<file path="config.mk">
export PLATFORM = sky130hd
export DESIGN_NAME = wb_gpio_bridge
export DESIGN_NICKNAME = d
export VERILOG_FILES = /design/src/rtl/wb_gpio_bridge.sv
export SDC_FILE = /design/constraint.sdc
export NUM_CORES = 1
export LEC_CHECK = 0
export CAP_MARGIN = 10
export CORE_MARGIN = 1.5
export CORE_UTILIZATION = 30
export CTS_BUF_LIST = sky130_fd_sc_hd__clkbuf_8 sky130_fd_sc_hd__clkbuf_16
export DETAILED_ROUTE_END_ITERATION = 16
export PLACE_DENSITY_LB_ADDON = 0.1
export SLEW_MARGIN = 10
export SYNTH_ARGS = -nofsm -noshare
export SYNTH_HDL_FRONTEND = slang
export SYNTH_SLANG_ARGS = --single-unit
</file>
<file path="constraint.sdc">
create_clock -name wb_clk_i -period 5.6 [get_ports wb_clk_i]
set_input_delay 1.12 -clock wb_clk_i [delete_from_list [all_inputs] [get_ports wb_clk_i]]
set_output_delay 1.12 -clock wb_clk_i [all_outputs]
set_load 0.05 [all_outputs]
</file>
<file path="src/rtl/wb_gpio_bridge.sv">
// Wishbone slave exposing N_IO pad channels as output, output-enable,
// synchronised input and edge-interrupt registers.
module wb_gpio_bridge #(
  parameter int          N_IO        = 16,
  parameter logic [31:0] BASE_ADDR   = 32'h3000_0000,
  parameter int          SYNC_STAGES = 2
) (
  input  logic            wb_clk_i,
  input  logic            wb_rst_i,
  input  logic            wbs_cyc_i,
  input  logic            wbs_stb_i,
  input  logic            wbs_we_i,
  input  logic [3:0]      wbs_sel_i,
  input  logic [31:0]     wbs_adr_i,
  input  logic [31:0]     wbs_dat_i,
  output logic            wbs_ack_o,
  output logic [31:0]     wbs_dat_o,
  input  logic [N_IO-1:0] io_in,
  output logic [N_IO-1:0] io_out,
  output logic [N_IO-1:0] io_oeb,
  output logic            user_irq
);

  typedef enum logic [5:0] {
    REG_DATA_OUT   = 6'h00,
    REG_OEB        = 6'h01,
    REG_DATA_IN    = 6'h02,
    REG_IRQ_EN     = 6'h03,
    REG_EDGE_SEL   = 6'h04,
    REG_IRQ_STATUS = 6'h05
  } reg_off_e;

  logic [N_IO-1:0] data_out, oeb, irq_en, edge_sel, irq_status;
  logic [N_IO-1:0] prev, sync_last, edge_ev, status_next;
  logic [SYNC_STAGES-1:0][N_IO-1:0] sync_q;
  logic            ack_q;
  logic [31:0]     dat_q, rdata, wmask;
  logic [5:0]      word;
  logic            accept, wr;
  logic            unused_adr;

  function automatic logic [31:0] widen(input logic [N_IO-1:0] v);
    logic [31:0] w;
    w = '0;
    w[N_IO-1:0] = v;
    return w;
  endfunction

  // Byte-lane merge of the bus write data into a register; bits >= N_IO drop out.
  function automatic logic [N_IO-1:0] merge(input logic [N_IO-1:0] old,
                                            input logic [31:0] d,
                                            input logic [31:0] m);
    logic [31:0] r;
    r = (widen(old) & ~m) | (d & m);
    return r[N_IO-1:0];
  endfunction

  assign unused_adr = ^wbs_adr_i[1:0];
  assign word       = wbs_adr_i[7:2];
  assign wmask      = {{8{wbs_sel_i[3]}}, {8{wbs_sel_i[2]}},
                       {8{wbs_sel_i[1]}}, {8{wbs_sel_i[0]}}};
  assign accept     = wbs_cyc_i & wbs_stb_i & ~ack_q &
                      (wbs_adr_i[31:8] == BASE_ADDR[31:8]);
  assign wr         = accept & wbs_we_i;

  assign sync_last  = sync_q[SYNC_STAGES-1];
  assign edge_ev    = (edge_sel & sync_last & ~prev) | (~edge_sel & ~sync_last & prev);

  always_comb begin
    rdata = '0;
    case (word)
      REG_DATA_OUT:   rdata = widen(data_out);
      REG_OEB:        rdata = widen(oeb);
      REG_DATA_IN:    rdata = widen(sync_last);
      REG_IRQ_EN:     rdata = widen(irq_en);
      REG_EDGE_SEL:   rdata = widen(edge_sel);
      REG_IRQ_STATUS: rdata = widen(irq_status);
      default:        rdata = '0;
    endcase
  end

  // Clear is applied before the set so a coincident event survives the W1C.
  always_comb begin
    status_next = irq_status;
    if (wr && word == REG_IRQ_STATUS)
      status_next = status_next & ~merge('0, wbs_dat_i, wmask);
    status_next = status_next | (edge_ev & irq_en);
  end

  always_ff @(posedge wb_clk_i or posedge wb_rst_i) begin
    if (wb_rst_i) begin
      ack_q      <= 1'b0;
      dat_q      <= '0;
      data_out   <= '0;
      oeb        <= '1;
      irq_en     <= '0;
      edge_sel   <= '0;
      irq_status <= '0;
      sync_q     <= '0;
      prev       <= '0;
    end else begin
      ack_q      <= accept;
      dat_q      <= (accept && !wbs_we_i) ? rdata : '0;
      sync_q[0]  <= io_in;
      for (int unsigned i = 1; i < SYNC_STAGES; i++)
        sync_q[i] <= sync_q[i-1];
      prev       <= sync_last;
      irq_status <= status_next;
      if (wr) begin
        case (word)
          REG_DATA_OUT: data_out <= merge(data_out, wbs_dat_i, wmask);
          REG_OEB:      oeb      <= merge(oeb, wbs_dat_i, wmask);
          REG_IRQ_EN:   irq_en   <= merge(irq_en, wbs_dat_i, wmask);
          REG_EDGE_SEL: edge_sel <= merge(edge_sel, wbs_dat_i, wmask);
          default: ;
        endcase
      end
    end
  end

  assign wbs_ack_o = ack_q;
  assign wbs_dat_o = dat_q;
  assign io_out    = data_out;
  assign io_oeb    = oeb;
  assign user_irq  = |(irq_status & irq_en);

endmodule

</file>
==> results.md, run 1 <==
- Final HPWL DP: 11.8 mm
- Inserted Diodes: 0
- Post-route ant nets: 0
- Total Neg Setup Slack: 0 ns
- Root buffer cell: clkbuf_16
- H-tree depth: 4
- Largest net degree at the start of global routing: 77
- CORE AREA: 21000 sq um
- VDD IR max: 208 uV
- Synthesis-to-layout area growth: 30.8%
- Reg2reg start: wbs_ack_o
- CTS Sinks: 145
- Pwr Total: 2270 uW
- Pre-CTS setup slack: 1.59 ns
- CP Data Required Time: 5.90 ns
- Crit path kind: input pin to flip-flop
- Status: finished, final reports clean
- Hold path startpoint: sync_q[15]
- Tmin final: 3.55 ns
- Utilization after layout: 39.9%
- Synth top area cells: dfrtp_1, mux2_2, dfstp_2
- Fillcell total: 2013
- Layout cells sized above 1: 24.7%
- Final hold viol count: 0
- CTS tree: built
- Setup Skew: 0.00704 ns
- Synth unique cells: 35
- Average via count per standard cell: 4.93
- Most frequent cells in the layout: dfrtp_1, clkdlybuf4s50_1, mux2_2
- Area leader, netlist: dfrtp_1
- Drt wl/cell: 19.6 um
- TritonCTS buffer count: 17
- Post-CTS Resized: 0
- Max Cap Viol: 0
- # hold bufs at CTS: 0
- Worst-Margin Slew: 0.927 ns
- Initial core utilization: 30.5%
- Cells after synthesis: 499
- FF+latch count, synth: 145
- P_leak: 0.00359 uW
- Final nets: 708
- DRC: 0
- GRT Total Usage: 16.7%
- Overall routed net length: 17.7 mm
- Final Wtd Congestion: 0.729
- Post-route clock period utilization: 63.4%
- Overflow after GRT: 0
- Slew headroom: 37.7%
- Die width: 149 um
- Commonest non-fill, non-tap cell in the layout: dfrtp_1
- Hold slack: 0.345 ns
- Crit. End Element: flip-flop
- RSZ-0062 raised after global routing: no
- Die Y: 149 um
- First drt pass iteration count: 5
- Count of input and output buffers: 118
- Initial DRC count: 296
- Pins Over Slew Limit: 0
- FP Rows: 53
- CP startpoint kind: input pin
- Vias in the first global route: 4676
- Synth top area share: 50.5%
- Skew-Pair Late Insertion Delay: 0.42 ns
- Synth Cell Area: 6390 sq um
- Cell Pwr Density: 271 nW/um^2
- Initial antenna violation count: 0
- Hold Path Class: flip-flop to flip-flop
- Syn Area/Cell: 12.8 sq um
- Post-CTS setup-driven buffer insertion count: 0
- Via count: 4463
- Asr flop ratio synth: 100%
- YS warnings: 0
- First-pass GRT wire length: 27.4 mm
- EDFF count, synth: 0
- Die area: 22200 sq um
- Ports: 155
- Count of final setup violators: 0
- Sequential fraction of the synthesis area: 57.1%
- CTS max path bufs: 2
- Clock-pin slew on the worst setup and hold paths: 0.06 ns
- Top FF cell, synth: dfrtp_1
- Arrival @ worst endpoint: 3.85 ns
- Post-route worst setup slack: 2.05 ns
- CP Max Fanout: 26
- Critical Path Source: wbs_adr_i[17]
- Fmax: 282 MHz
synthesized netlist by cell type, types with 3 or more instances:
| library cell | instances |
|---|---|
| dfstp_2 | 16 |
| and2_1 | 3 |
| a21oi_1 | 16 |
| buf_1 | 7 |
| a222oi_1 | 6 |
| clkbuf_1 | 11 |
| nor2b_1 | 3 |
| nor4_2 | 4 |
| nor4_4 | 5 |
| buf_4 | 17 |
| nand2_1 | 67 |
| buf_2 | 4 |
| a22oi_1 | 10 |
| nor2_1 | 19 |
| mux2_2 | 88 |
| or4_1 | 17 |
| dfrtp_1 | 129 |
| nor4b_4 | 3 |
| nand3_1 | 3 |
| a22o_1 | 36 |
| a221oi_1 | 4 |
| o21ai_0 | 16 |
area by class of cell:
| type | instances | area, sq um | share of cell area, % |
|---|---|---|---|
| flip-flops and latches | 145 | 3650 | 43.7 |
| clock buffers | 22 | 494 | 5.91 |
| well taps | 275 | 344 | 4.12 |
| repair buffers | 126 | 1240 | 14.9 |
| inverters | 1 | 8.76 | 0.105 |
| multi-input cells | 328 | 2570 | 30.8 |
| clock inverters | 9 | 45.0 | 0.539 |
layer usage:
layer	vias to the layer above	track usage [%]	share of wire (%)
met5	-	0	0
met4	0	6.44	1.7
met3	25	3.39	6.1
met2	151	26.0	47
met1	2238	22.7	45
li1	2049	-	-
critical path, stage by stage:
cell             delay [ns]
clkdlybuf4s50_1        0.42
nor4_2                 0.38
nand4_4                0.53
or4_1                  1.00
mux2_2                 0.39
power breakdown:
part	leakage, uW	internal [uW]	switching (uW)	total (uW)
combinational	0.00146	62.4	93.4	156
clock	0.000279	613	419	1030
sequential	0.00186	1070	10.6	1080
logic make-up after synthesis:
| family | synth area share [%] |
|---|---|
| simple gates | 13.2 |
| compound gates | 10.1 |
| buf+inv | 3.60 |
| mux | 15.9 |
| flops | 57.1 |
| other cells | 0.0587 |
per-stage QoR:
stage / area (sq um) / instances
2_1_floorplan: 6440 / 514
6_report: 8360 / 906
5_1_grt: 8360 / 906
3_3_place_gp: 7820 / 875
3_5_place_dp: 7820 / 875
4_1_cts: 8360 / 906
path summary, 6_finish.rpt:
path | end | slack (ns) | depth (start not counted)
worst max register to register | flip-flop | 2.92 | 4
worst min-delay path | sync_last[15] | 0.34 | 0
max in group asynchronous | async pin | 3.42 | 3
worst min register to register | sync_last[15] | 0.34 | 0
worst max-delay path | flip-flop | 2.05 | 5
min in group asynchronous | sync_q[8] | 1.19 | 2
(Power assumes the default switching activity.)
==> run 2: changes to the inputs <==
Clock period 5.6 ns to 3.2 ns, I/O delays scaled along.
==> run 2 against run 1 <==
Compared with the run above: non-clock buffer count rose by 23; core utilization rose by 1.3 points; die area did not move; via count rose by 1.8%; cell count rose by 2.6%; sequential share of layout area fell by 1.4 points; total power rose by 78%; flip-flop and latch count did not move; first-iteration DRC count rose by 7.4%; global-route usage rose by 0.36 points.
==> results.md, run 2 (synthesis results as in run 1) <==
- Cell Pwr Density: 468 nW/um^2 (was 271 nW/um^2)
- First drt pass iteration count: 6 (was 5)
- Final Wtd Congestion: 0.762 (was 0.729)
- CP Max Fanout: 4 (was 26)
- Crit path kind: flip-flop to primary output (was input pin to flip-flop)
- P_leak: 0.00372 uW (was 0.00359 uW)
- Vias in the first global route: 4734 (was 4676)
- Drt wl/cell: 19.2 um (was 19.6 um)
- Largest net degree at the start of global routing: 47 (was 77)
- Via count: 4543 (was 4463)
- Setup Skew: 0.00515 ns (was 0.00704 ns)
- Fillcell total: 1960 (was 2013)
- FP Rows: 53 (unchanged)
- CP Cell Sequence: a22o_1 -> a221oi_1 -> nand4_1 -> clkdlybuf4s50_1 (was clkdlybuf4s50_1 -> nor4_2 -> nand4_4 -> or4_1 -> mux2_2)
- Slew headroom: 55.7% (was 37.7%)
- Initial antenna violation count: 0 (unchanged)
- # hold bufs at CTS: 0 (unchanged)
- Layout cells sized above 1: 27.5% (was 24.7%)
- CORE AREA: 21000 sq um (unchanged)
- Reg2reg start: wbs_ack_o (unchanged)
- Overflow after GRT: 0 (unchanged)
- Most frequent cells in the layout: dfrtp_1, clkdlybuf4s50_1, mux2_2 (unchanged)
- Post-CTS Resized: 0 (unchanged)
- Commonest non-fill, non-tap cell in the layout: dfrtp_1 (unchanged)
- Crit path to: user_irq
- Average via count per standard cell: 4.88 (was 4.93)
- H-tree depth: 4 (unchanged)
- Top delay family on crit path: buffers and inverters (was simple AND/OR/NAND/NOR gates)
- Pwr Total: 4040 uW (was 2270 uW)
- Utilization after layout: 41.2% (was 39.9%)
- Total Neg Setup Slack: 0 ns (unchanged)
- Slowest cell on the critical path: clkdlybuf4s50_1 (was or4_1)
- TritonCTS buffer count: 17 (unchanged)
- Arrival @ worst endpoint: 2.38 ns (was 3.85 ns)
- Max Cap Viol: 0 (unchanged)
- CP startpoint kind: flip-flop (was input pin)
- R2R setup slack: 1.03 ns (was 2.92 ns)
- CTS max path bufs: 2 (unchanged)
- CTS Sinks: 145 (unchanged)
- Inserted Diodes: 0 (unchanged)
- Count of input and output buffers: 118 (unchanged)
- Fmax: 332 MHz
- CP Data Required Time: 2.56 ns (was 5.90 ns)
- Root buffer cell: clkbuf_16 (unchanged)
- Die area: 22200 sq um (unchanged)
- Worst-Margin Slew: 0.662 ns (was 0.927 ns)
- Pins Over Slew Limit: 0 (unchanged)
- Synthesis-to-layout area growth: 35.2% (was 30.8%)
- Final nets: 731 (was 708)
- Worst path bufs/invs: 1 (unchanged)
- Skew-Pair Late Insertion Delay: 0.42 ns (about the same)
- Count of final setup violators: 0 (unchanged)
- Post-CTS setup-driven buffer insertion count: 0 (unchanged)
- Initial DRC count: 318 (was 296)
- Post-route clock period utilization: 94.2%
- Die width: 149 um (unchanged)
- Hold Path Class: flip-flop to flip-flop (unchanged)
- Worst reg2reg path depth: 4 (unchanged)
- CTS tree: built (unchanged)
- GRT Total Usage: 17.0% (was 16.7%)
- DRC: 0 (unchanged)
- Die Y: 149 um (unchanged)
- Final HPWL DP: 12.4 mm (was 11.8 mm)
- First-pass GRT wire length: 28.0 mm (was 27.4 mm)
- Slowest Stage Delay on Critical Path: 0.75 ns (was 1.00 ns)
- Crit. End Element: primary output (was flip-flop)
- Tmin final: 3.02 ns
- Post-route ant nets: 0 (unchanged)
- Worst path depth: 4 (was 5)
- Status: finished, final reports clean (unchanged)
- VDD IR max: 340 uV (was 208 uV)
- Clock-pin slew on the worst setup and hold paths: 0.06 ns (about the same)
- RSZ-0062 raised after global routing: no (unchanged)
- Final hold viol count: 0 (unchanged)
- Ports: 155 (unchanged)
- Initial core utilization: 30.5% (unchanged)
- Overall routed net length: 17.9 mm (was 17.7 mm)
## run 2: cell types whose count changed in the layout (fill, tap and decap cells not counted), sizes merged
cell and change:
buf +23, bufinv +1, clkbuf -2, clkinv +1
clkinvlp +2, inv -1
## run 2: through the flow
stage | hold WS [ns] | setup slack (ns) | instances | instance area [sq um]
after global routing | 0.354 | 0.0703 | 930 | 8640
after global placement | 0.333 | 0.145 | 898 | 8080
after detailed placement | 0.335 | 0.151 | 898 | 8080
after floorplan | 0.331 | 0.754 | 514 | 6450
after CTS | 0.349 | 0.151 | 930 | 8640
final | 0.347 | 0.184 | 930 | 8640
## run 2: per-layer routing
metal / share of wire, % / global-route usage (%) / vias to the layer above
met5: 0 / 0 / -
met4: 1.8 / 5.94 / 0
met3: 5.5 / 3.70 / 19
met2: 46 / 25.7 / 151
met1: 47 / 24.0 / 2273
li1: - / - / 2100
## run 2: power by group
part	total, uW	internal, uW	switching (uW)
Combinational	284	119	165
Sequential	1880	1870	18.9
Clock	1870	1120	752
## run 2: final cells by class
type | instances | area, sq um | area share [%]
sequential | 145 | 3650 | 42.2
multi-input combinational | 328 | 2570 | 29.8
timing repair buffer | 149 | 1500 | 17.4
clock buffer | 20 | 467 | 5.40
tap | 275 | 344 | 3.98
clock inverter | 12 | 95.1 | 1.10
inverter | 1 | 7.51 | 0.0869
## run 2: worst min-delay path by stage
stage          startpoint       endpoint  cells past startpoint
2_1_floorplan   sync_q[0]   sync_last[0]                      0
3_3_place_gp    sync_q[5]   sync_last[5]                      0
3_5_place_dp   sync_q[12]  sync_last[12]                      0
4_1_cts        sync_q[12]  sync_last[12]                      0
5_1_grt         sync_q[4]   sync_last[4]                      0
6_report       sync_q[12]  sync_last[12]                      0
